## src/rtl/riscv_consts.sv

```systemverilog
// Shared RISC-V constants for the pipeline: reset vector, injected NOP, fetch regions, opcodes.
// Latency: none (package only).
// Backpressure: not applicable.
package riscv_consts;

  localparam logic [31:0] RESET_PC = 32'h4000_0000;  // BIOS base
  localparam logic [31:0] NOP      = 32'h0000_0013;  // ADDI x0,x0,0

  // Address region codes, decoded from PC[31:28]
  localparam logic [3:0] REGION_BIOS = 4'b0100;
  localparam logic [3:0] REGION_IMEM = 4'b0001;

  // Major opcodes used by the controller
  localparam logic [6:0] OPC_LUI    = 7'b0110111;
  localparam logic [6:0] OPC_AUIPC  = 7'b0010111;
  localparam logic [6:0] OPC_JAL    = 7'b1101111;
  localparam logic [6:0] OPC_JALR   = 7'b1100111;
  localparam logic [6:0] OPC_BRANCH = 7'b1100011;
  localparam logic [6:0] OPC_LOAD   = 7'b0000011;
  localparam logic [6:0] OPC_STORE  = 7'b0100011;
  localparam logic [6:0] OPC_ARITHI = 7'b0010011;
  localparam logic [6:0] OPC_ARITH  = 7'b0110011;
  localparam logic [6:0] OPC_CSR    = 7'b1110011;

endpackage

```

## src/rtl/fetch_stage_src_mux.sv

```systemverilog
// Region decode of the IF/D PC, read-data select and NOP injection for killed slots.
// Latency: combinational.
// Backpressure: none; inputs are held stable by the PC register during stalls.
// Ports: pc_region = PC[31:28]; valid_q/redirect feed the kill; bios_dout/imem_dout are
//        the RAM words; inst/inst_valid go to decode; unmapped flags a fetch outside BIOS/IMEM.
module fetch_src_mux
  import riscv_consts::*;
(
  input  logic [3:0]  pc_region,
  input  logic        valid_q,
  input  logic        redirect,
  input  logic [31:0] bios_dout,
  input  logic [31:0] imem_dout,
  output logic [31:0] inst,
  output logic        inst_valid,
  output logic        unmapped
);

  logic [31:0] sel_dout;
  logic        kill;

  always_comb begin
    sel_dout = NOP;
    unmapped = 1'b0;
    case (pc_region)
      REGION_BIOS: sel_dout = bios_dout;
      REGION_IMEM: sel_dout = imem_dout;
      default:     unmapped = 1'b1;
    endcase
  end

  // A redirect kills the fall-through word already sitting in IF/D in the same cycle.
  assign kill       = redirect | ~valid_q | unmapped;
  assign inst       = kill ? NOP : sel_dout;
  assign inst_valid = ~kill;

endmodule

```

## src/rtl/fetch_stage.sv

```systemverilog
// Instruction fetch: PC register, RAM address generation, redirect/stall handling, issue counter.
// Latency: address issued at cycle t returns data at t+1, when pc_q equals that address.
// Backpressure: stall reissues pc_q so RAM data and id_inst hold; redirect overrides stall.
// Ports: clk/rst (sync, active high); stall, redirect, redirect_pc from the pipeline;
//        bios_addr/imem_addr out and bios_dout/imem_dout in for the RAMs; id_pc/id_inst/id_valid
//        to decode; fetch_fault sticky unmapped-fetch flag; inst_count issued-instruction count.
module fetch_stage
  import riscv_consts::*;
#(
  parameter int IMEM_AW = 14,
  parameter int BIOS_AW = 12
) (
  input  logic               clk,
  input  logic               rst,
  input  logic               stall,
  input  logic               redirect,
  input  logic [31:0]        redirect_pc,
  output logic [BIOS_AW-1:0] bios_addr,
  output logic [IMEM_AW-1:0] imem_addr,
  input  logic [31:0]        bios_dout,
  input  logic [31:0]        imem_dout,
  output logic [31:0]        id_pc,
  output logic [31:0]        id_inst,
  output logic               id_valid,
  output logic               fetch_fault,
  output logic [31:0]        inst_count
);

  logic [31:0] pc_q;
  logic [31:0] next_pc;
  logic        valid_q;
  logic        unmapped;

  // PC is also held while valid_q is low: the RAM word for RESET_PC arrives in the
  // first cycle after reset, gets killed there, and must be re-read so BIOS word 0
  // is actually executed one cycle later.
  always_comb begin
    next_pc = pc_q + 32'd4;
    if (rst)
      next_pc = RESET_PC;
    else if (redirect)
      next_pc = redirect_pc & 32'hFFFF_FFFC;
    else if (stall || !valid_q)
      next_pc = pc_q;
  end

  assign bios_addr = next_pc[BIOS_AW+1:2];
  assign imem_addr = next_pc[IMEM_AW+1:2];
  assign id_pc     = pc_q;

  fetch_src_mux u_src_mux (
    .pc_region  (pc_q[31:28]),
    .valid_q    (valid_q),
    .redirect   (redirect),
    .bios_dout  (bios_dout),
    .imem_dout  (imem_dout),
    .inst       (id_inst),
    .inst_valid (id_valid),
    .unmapped   (unmapped)
  );

  always_ff @(posedge clk) begin
    pc_q <= next_pc;
    if (rst) begin
      valid_q     <= 1'b0;
      fetch_fault <= 1'b0;
      inst_count  <= 32'd0;
    end else begin
      valid_q <= 1'b1;
      // A redirect away from an unmapped PC is a legitimate wrong-path fetch, not a fault.
      if (valid_q && unmapped && !redirect)
        fetch_fault <= 1'b1;
      if (id_valid && !stall)
        inst_count <= inst_count + 32'd1;
    end
  end

endmodule

```

## config.mk

```make
export PLATFORM = sky130hd
export DESIGN_NAME = fetch_stage
export DESIGN_NICKNAME = d
export VERILOG_FILES = /design/src/rtl/riscv_consts.sv /design/src/rtl/fetch_stage_src_mux.sv /design/src/rtl/fetch_stage.sv
export SDC_FILE = /design/constraint.sdc
export NUM_CORES = 1
export LEC_CHECK = 0
export CORE_ASPECT_RATIO = 2
export CORE_MARGIN = 5
export CORE_UTILIZATION = 43
export CTS_CLUSTER_DIAMETER = 120
export DETAILED_ROUTE_END_ITERATION = 10
export GPL_TIMING_DRIVEN = 0
export PLACE_DENSITY_LB_ADDON = 0.3
export SLEW_MARGIN = 20
export SYNTH_ARGS = -nofsm -noshare
export SYNTH_HDL_FRONTEND = slang
export SYNTH_SLANG_ARGS = --single-unit
```

## constraint.sdc

```tcl
create_clock -name clk -period 6.3 [get_ports clk]
set_input_delay 0.945 -clock clk [delete_from_list [all_inputs] [get_ports clk]]
set_output_delay 0.945 -clock clk [all_outputs]
set_load 0.1 [all_outputs]
```

==> results.txt, run 1 <==
The maximum number of pins on one net before global-route repair is 12. The floorplan core area is 9640 um^2. In this run the core area contains 51 standard-cell rows. The synthesized instance count is 540. The signed area change from the synthesized netlist to the final layout is 63.8%. At the end of routability-driven placement, the weighted congestion stood at 0.943. The fraction of post-synthesis cell area in the top cell type by area came out at 30.4%. The average vias per placed instance is 5.78.

Summed over all instances, the cell type with the most area after synthesis is sky130_fd_sc_hd__dfxtp_1. The count of state elements after synthesis came out at 64. The count of nets left with antenna violations after detail routing is 0. The data required time of the critical path came out at 5.35 ns. The worst setup path is captured at a primary output. The overall die area is 12,000 um^2.

The count of final hold-check violations is 0. By startpoint and endpoint, the worst setup path is classified as input port to primary output. The count of warnings emitted by yosys came out at 0.

Dividing the synthesized area by the synthesized cell count gives 7.80 um^2. The routed wire length per instance came out at 19.2 um. Leaving out fill and tap cells, the most frequent cell in the layout is sky130_fd_sc_hd__clkdlybuf4s50_1.

The worst setup path is launched from an input port. The number of antenna diodes in the final layout is 0. The maximum fanout along the worst path is 9. For this run, the top clock speed supported by timing is 183 MHz. The library cells used most frequently in the layout, excluding fill and tap cells, are sky130_fd_sc_hd__clkdlybuf4s50_1, sky130_fd_sc_hd__nor2_1, sky130_fd_sc_hd__dfxtp_1. The number of antenna violations at the first check in global routing is 0. The setup slack at placement came out at 0.945 ns. The data arrival time at the worst-slack endpoint is 4.51 ns. The CTS tree is yes. The cell sitting at the root of the clock tree is a sky130_fd_sc_hd__clkbuf_16. The share of async-settable or async-resettable flops after synthesis is 0%.

The insertion delay of the later-clocked pin in the worst-skew pair is 0.33 ns. The share of the cycle needed by the critical path after routing came out at 86.5%. The total power after layout came out at 1.48 mW.

The count of buffers inserted at the top-level ports came out at 218. After global routing the overflow that remains totals 0. The worst-case clock skew came out at 0.00560 ns. The cell that appears most often on the critical path is sky130_fd_sc_hd__clkdlybuf4s50_1. Once the floorplan was initialized, standard cells occupied 43.7% of the core. The number of clock sinks is 64. The count of distinct cell types in the synthesized netlist came out at 55. The netlist area before placement came out at 4210 um^2. In the final layout, the share of cells above drive strength 1 is 7.87%. Setup repair after global routing left no endpoint under its margin. Broken down by cell family, the worst path's largest delay share belongs to buffers and inverters. Measured against its own limit, the worst slew margin works out to 27.2%.

After detailed routing, the number of remaining DRC violations is 0. Buffers inserted to repair hold after CTS numbered 0. In the final design database the tool counted 872 nets.

The number of synthesized flops with an enable pin came out at 0. Walking the worst path, the cells encountered are clkdlybuf4s50_1 > nand4b_1 > nor3_1 > xnor2_1 > a211oi_1 > buf_4 > clkdlybuf4s50_1. The clock input transition at the sequential cells of the worst setup and hold paths came out at 0.05 ns. The number of vias after detailed routing came out at 5,238.

After the first detailed-routing iteration, the DRC count stood at 253. The setup-violating endpoint count in the final report came out at 0. The via count of the first global-routing pass came out at 5,300.

On the worst path, the slowest cell contributes a delay of 1.12 ns. Among all flip-flop cells after synthesis, the most frequent one is sky130_fd_sc_hd__dfxtp_1. The post-DP HPWL came out at 14,000 um.

The clock buffer count from CTS is 9. The post-CTS setup buffer count came out at 0. The worst hold path belongs to the class flop to flop. The shortest clock period the worst path allows after layout is 5.45 ns. The global router's overall resource usage came out at 28.2%.

The count of TritonRoute iterations in the first routing pass is 6. The final sum of negative setup slack is 0 ns. Summing the sequential cell areas from Yosys gives 30.4% of the chip area. For this design the static power due to leakage is 2.34 nW. The chip height is 150 um. The horizontal die dimension came out at 80.0 um. Once layout is done, the placed cells without fillers occupy 6900 um^2. The maximum vdd drop is 0.000134 V. The maximum level of the CTS H-tree is 3. The first global-routing pass estimated 26,400 um of wire. On the final layout, the worst hold slack is 0.512 ns.

The master of the slowest instance on the critical path is sky130_fd_sc_hd__clkdlybuf4s50_1. The tool flagged a number of max-cap violations equal to 0. The critical path contains buffers and inverters numbering 3 combined. The total wire length after detailed routing is 17,400 um.

The number of cells upsized or downsized after cts came out at 0. The I/O pin total came out at 224. The total cell area at the placement stage came out at 6570 um^2. Yosys attributes the largest share of cell area to sky130_fd_sc_hd__dfxtp_1, sky130_fd_sc_hd__nor2_1, sky130_fd_sc_hd__a22oi_1. The number of pins with negative max-slew slack in the final report came out at 0. The power density over the cells came out at 214 nW/um^2. The run finished with clean final reports. The post-route worst setup slack is 0.848 ns. The transition time of the tightest slew-check pin came out at 1.08 ns.

No sink is reached through more buffers than the 2 on the longest clock path.
## cell families after synthesis
family                   Yosys count  synth area share (%)
buffers and inverters             73                  9.12
XOR/XNOR                          15                  3.12
multiplexers                      12                  3.18
AO/OA/AOI/OAI                    122                  21.5
adder cells (fa/ha/maj)            2                 0.594
other                              1                0.0891
flip-flops                        64                  30.4
AND/OR/NAND/NOR                  251                  32.0
## synth_stat cells (7+ instances only)
cell type	number
sky130_fd_sc_hd__nor2_1	69
sky130_fd_sc_hd__dfxtp_1	64
sky130_fd_sc_hd__nand2_1	38
sky130_fd_sc_hd__clkbuf_1	33
sky130_fd_sc_hd__a22oi_1	29
sky130_fd_sc_hd__nand3_1	23
sky130_fd_sc_hd__a21oi_1	18
sky130_fd_sc_hd__inv_1	17
sky130_fd_sc_hd__nand4_1	17
sky130_fd_sc_hd__buf_4	14
sky130_fd_sc_hd__nor4_1	14
sky130_fd_sc_hd__or4_1	13
sky130_fd_sc_hd__and4_1	12
sky130_fd_sc_hd__o311ai_0	12
sky130_fd_sc_hd__a211oi_1	11
sky130_fd_sc_hd__mux2_2	11
sky130_fd_sc_hd__nor2b_1	11
sky130_fd_sc_hd__nor3_1	11
sky130_fd_sc_hd__o31ai_1	11
sky130_fd_sc_hd__or3_1	11
sky130_fd_sc_hd__o21ai_0	10
sky130_fd_sc_hd__a311oi_1	8
sky130_fd_sc_hd__xor2_1	8
sky130_fd_sc_hd__o41ai_1	7
sky130_fd_sc_hd__xnor2_1	7
## registers in the layout, indices dropped and copies added, names as in the netlist
signal	flops
fetch_fault	1
id_pc	30
inst_count	32
valid_q	1
## stage by stage
step           std cells  util, %
5_1_grt              907     71.6
3_5_place_dp         891     68.2
2_1_floorplan        541        -
6_report             907     71.6
4_1_cts              907     71.6
3_3_place_gp         891     68.2
## worst paths after layout
path | start | slack, ns | cells past startpoint | end
worst min-delay path | inst_count[11] | 0.51 | 2 | inst_count[11]
worst max-delay path | stall | 0.85 | 7 | imem_addr[10]
worst min register to register | inst_count[11] | 0.51 | 2 | inst_count[11]
worst max register to register | id_pc[5] | 3.69 | 5 | id_pc[27]
## worst register-to-register path, delay by kind of cell, from the launching register on
kind	cells	cell delay, ns
and+or+nand+nor	2	1.20
AOI/OAI and AO/OA	2	0.55
DFF	1	0.45
buffers and inverters	1	0.30
## metal layers
metal	up-vias	global-route usage, %	share of wire [%]
met5	-	0	0
met4	0	13.9	3.5
met3	45	7.77	8.0
met2	264	56.1	57
met1	2436	24.6	32
li1	2493	-	-
## power breakdown
part / total, mW / internal (mW) / switching (mW)
Sequential: 0.443 / 0.420 / 0.0239
Combinational: 0.495 / 0.152 / 0.343
Clock: 0.539 / 0.355 / 0.184
## cell type report
type	count	area, um^2
Buffer	56	320
Clock buffer	10	239
Clock inverter	6	82.6
Fill cell	799	2740
Inverter	17	63.8
Multi-Input combinational cell	404	2560
Sequential cell	64	1280
Tap cell	132	165
Timing Repair Buffer	218	2180
(Power assumes the default switching activity.)
==> inputs of run 2 (changes only) <==
Settings changed: RECOVER_POWER set to 50, SKIP_CTS_REPAIR_TIMING set to 1.
==> run 2 against run 1 <==
Against the previous run:
- critical path depth unchanged
- hold slack worse by 0.0053 ns
- design area down 0.54%
- first-iteration DRC count shrank 4.3%
- sequential share of layout area up 0.10 points
- non-clock buffer count stayed put
- via count increased by 0.29%
- utilization down 0.39 points
- die area is the same
- sequential power is essentially flat
- maximum frequency shrank 6.9%
==> results.txt, run 2 (synthesis results as in run 1) <==
The flow ran to the end, and the final reports show no timing, DRC or antenna violations. The maximum operating frequency came out at 171 MHz (-6.9%). The number of buffers between clock root and the deepest sink came out at 2 (unchanged).

Setup repair after global routing left no endpoint under its margin. The register with the most flip-flops is inst_count. The number of standard-cell rows in the floorplan is 51 (unchanged). The path class of the tightest hold or removal check is flop to flop. The remaining design rule violation count came out at 0 (unchanged).

The shortest clock period the worst path allows after layout is 5.85 ns (+0.403 ns). The transition time of the tightest slew-check pin came out at 1.10 ns (+0.0212 ns). The number of flip-flops under the largest register name came to 32 (unchanged). The met3 global-route usage came out at 7.77% (unchanged). The first-pass GRT wire length came out at 26,400 um (unchanged). STA classifies the critical path startpoint as an input port.

The number of max-cap violations is 0 (unchanged). The number of vias after detailed routing came out at 5,253 (+0.29%). The via count of the first global-routing pass came out at 5,300 (unchanged). The maximum number of pins on one net before global-route repair came to 12 (unchanged). The total number of nets in the final design came out at 872 (unchanged). The share of cells above drive strength 1 came out at 7.23% (-0.65 points). The final core area utilization was 71.2% (-0.39 points). The switching power share of the total is 37.4% (+0.086 points). The leakage component of the power came out at 2.49 nW (+6.0%).

The data arrival time at the worst-slack endpoint came out at 4.91 ns (+0.40 ns). The number of violations reported at the end of detailed-routing iteration 0 came to 242 (-4.3%). The CTS tree is yes.

The combinational power share was 33.3% (-0.2 points). The setup path with the least slack is of type input port to primary output. The met1 global-route usage was 24.6% (unchanged). The count of nets left with antenna violations after detail routing came out at 0 (unchanged). The I/O pin total came out at 224 (unchanged).

The initial standard-cell utilization of the core came to 43.7% (unchanged). The total wire length after detailed routing was 17,400 um (about the same). The data required time of the critical path came out at 5.35 ns (about the same). The floorplan core area was 9640 um^2 (unchanged).

The overall overflow remaining after global route came out at 0 (unchanged). The overall die area came out at 12,000 um^2 (unchanged). The signed area change from the synthesized netlist to the final layout is 62.9%. The share of the cycle needed by the critical path after routing was 92.9% (+6.4 points). The worst-case clock skew came out at 0.00594 ns (+0.000345 ns). The internal power component is 920 uW (-0.62%).

The clock buffer count from CTS came out at 9 (unchanged). Leaving out fill and tap cells, the most frequent cell in the layout is sky130_fd_sc_hd__clkdlybuf4s50_1. The post-DP HPWL is 14,000 um (unchanged). The power density over the cells came out at 214 nW/um^2 (about the same). The number of pins with negative max-slew slack in the final report is 0 (unchanged). The worst slew margin relative to its limit is 25.7% (-1.4 points). The routed wire length per instance is 19.2 um (about the same). The global router's overall resource usage is 28.2% (unchanged).

The average vias per placed instance is 5.79 (+0.29%). The count of TritonRoute iterations in the first routing pass came out at 5 (-1). The maximum fanout along the worst path was 9 (unchanged). The part of the power in the clock network came to 36.6% (about the same).

The number of clock sinks came to 64 (unchanged). The number of antenna violations at the first check in global routing came out at 0 (unchanged). The type of destination of the critical path is a primary output. The final sum of negative setup slack came out at 0 ns (unchanged). The antenna cell count came out at 0 (unchanged). The count of final hold-check violations is 0 (unchanged).

The setup-violating endpoint count in the final report came out at 0 (unchanged). The placer congestion estimate is 0.943 (unchanged). The count of buffers inserted at the top-level ports came to 218 (unchanged).

The insertion delay of the later-clocked pin in the worst-skew pair came out at 0.33 ns (about the same). The met2 usage is 56.1% (unchanged). The maximum vdd drop is 0.000135 V (+0.63%).

The clock input transition at the sequential cells of the worst setup and hold paths is 0.05 ns (about the same). The total power after layout is 1.47 mW (-0.49%). The sequential group share of total power is 30.1% (about the same).

The chip height is 150 um (unchanged). The horizontal die dimension came to 80.0 um (unchanged). The net switching power of the design is 550 uW (-0.26%). The tree is rooted in a sky130_fd_sc_hd__clkbuf_16.

Leaving out fill and tap cells, the most frequent cells in the layout are sky130_fd_sc_hd__clkdlybuf4s50_1, sky130_fd_sc_hd__nor2_1, sky130_fd_sc_hd__dfxtp_1. The maximum level of the CTS H-tree came out at 3 (unchanged). After global routing, the most crowded layer is met2.
==> run 2: changes by cell type in the layout (fill, tap and decap cells not counted), sizes merged <==
cell           change
clkbuf             +1
clkdlybuf4s50     -56
dlygate4sd3       +56
buf                -1
==> run 2: path summary, 6_finish.rpt <==
kind	from	endpoint	slack, ns	depth (start not counted)
setup / recovery	stall	imem_addr[11]	0.45	7
hold / removal	inst_count[11]	inst_count[11]	0.51	2
setup reg to reg	id_pc[5]	id_pc[13]	3.57	5
hold reg to reg	inst_count[11]	inst_count[11]	0.51	2
==> run 2: layer usage <==
layer  wire length (um)  vias to the layer above  share of wire [%]
li1                   -                     2493                  -
met1               5510                     2440                 32
met2               9860                      275                 57
met3               1440                       45                8.3
met4                617                        0                3.5
met5                  0                        -                  0
==> run 2: power groups by stage <==
stage / clock, mW / combinational (mW) / sequential, mW
final: 0.538 / 0.489 / 0.443
after detailed placement: 0 / 0.494 / 0.451
after global routing: 0.563 / 0.506 / 0.445
after global placement: 0 / 0.489 / 0.450
after floorplan: 0 / 0.242 / 0.545
after CTS: 0.542 / 0.496 / 0.442
==> run 2: metrics by stage <==
stage	area [um^2]	hold WS, ns	setup WS [ns]	instances
after global routing	6860	0.533	0.423	907
after floorplan	4230	0.675	0.262	541
after global placement	6570	0.500	1.03	891
after detailed placement	6570	0.504	0.945	891
after CTS	6900	0.514	0.896	907
final	6860	0.507	0.445	907
==> run 2: area by class of cell <==
cell class	instances	area, um^2
Multi-Input combinational cell	404	2540
Tap cell	132	165
Clock inverter	6	82.6
Fill cell	805	2780
Timing Repair Buffer	218	2180
Clock buffer	10	239
Sequential cell	64	1280
Inverter	17	63.8
Buffer	56	300
==> run 2: worst max-delay path: stages <==
cell and delay (ns):
sky130_fd_sc_hd__dlygate4sd3_1 0.65, sky130_fd_sc_hd__nand2b_1 0.35, sky130_fd_sc_hd__nor4_1 0.61, sky130_fd_sc_hd__a211oi_1 0.16, sky130_fd_sc_hd__a2111oi_0 0.82, sky130_fd_sc_hd__buf_4 0.23, sky130_fd_sc_hd__clkdlybuf4s50_1 1.13
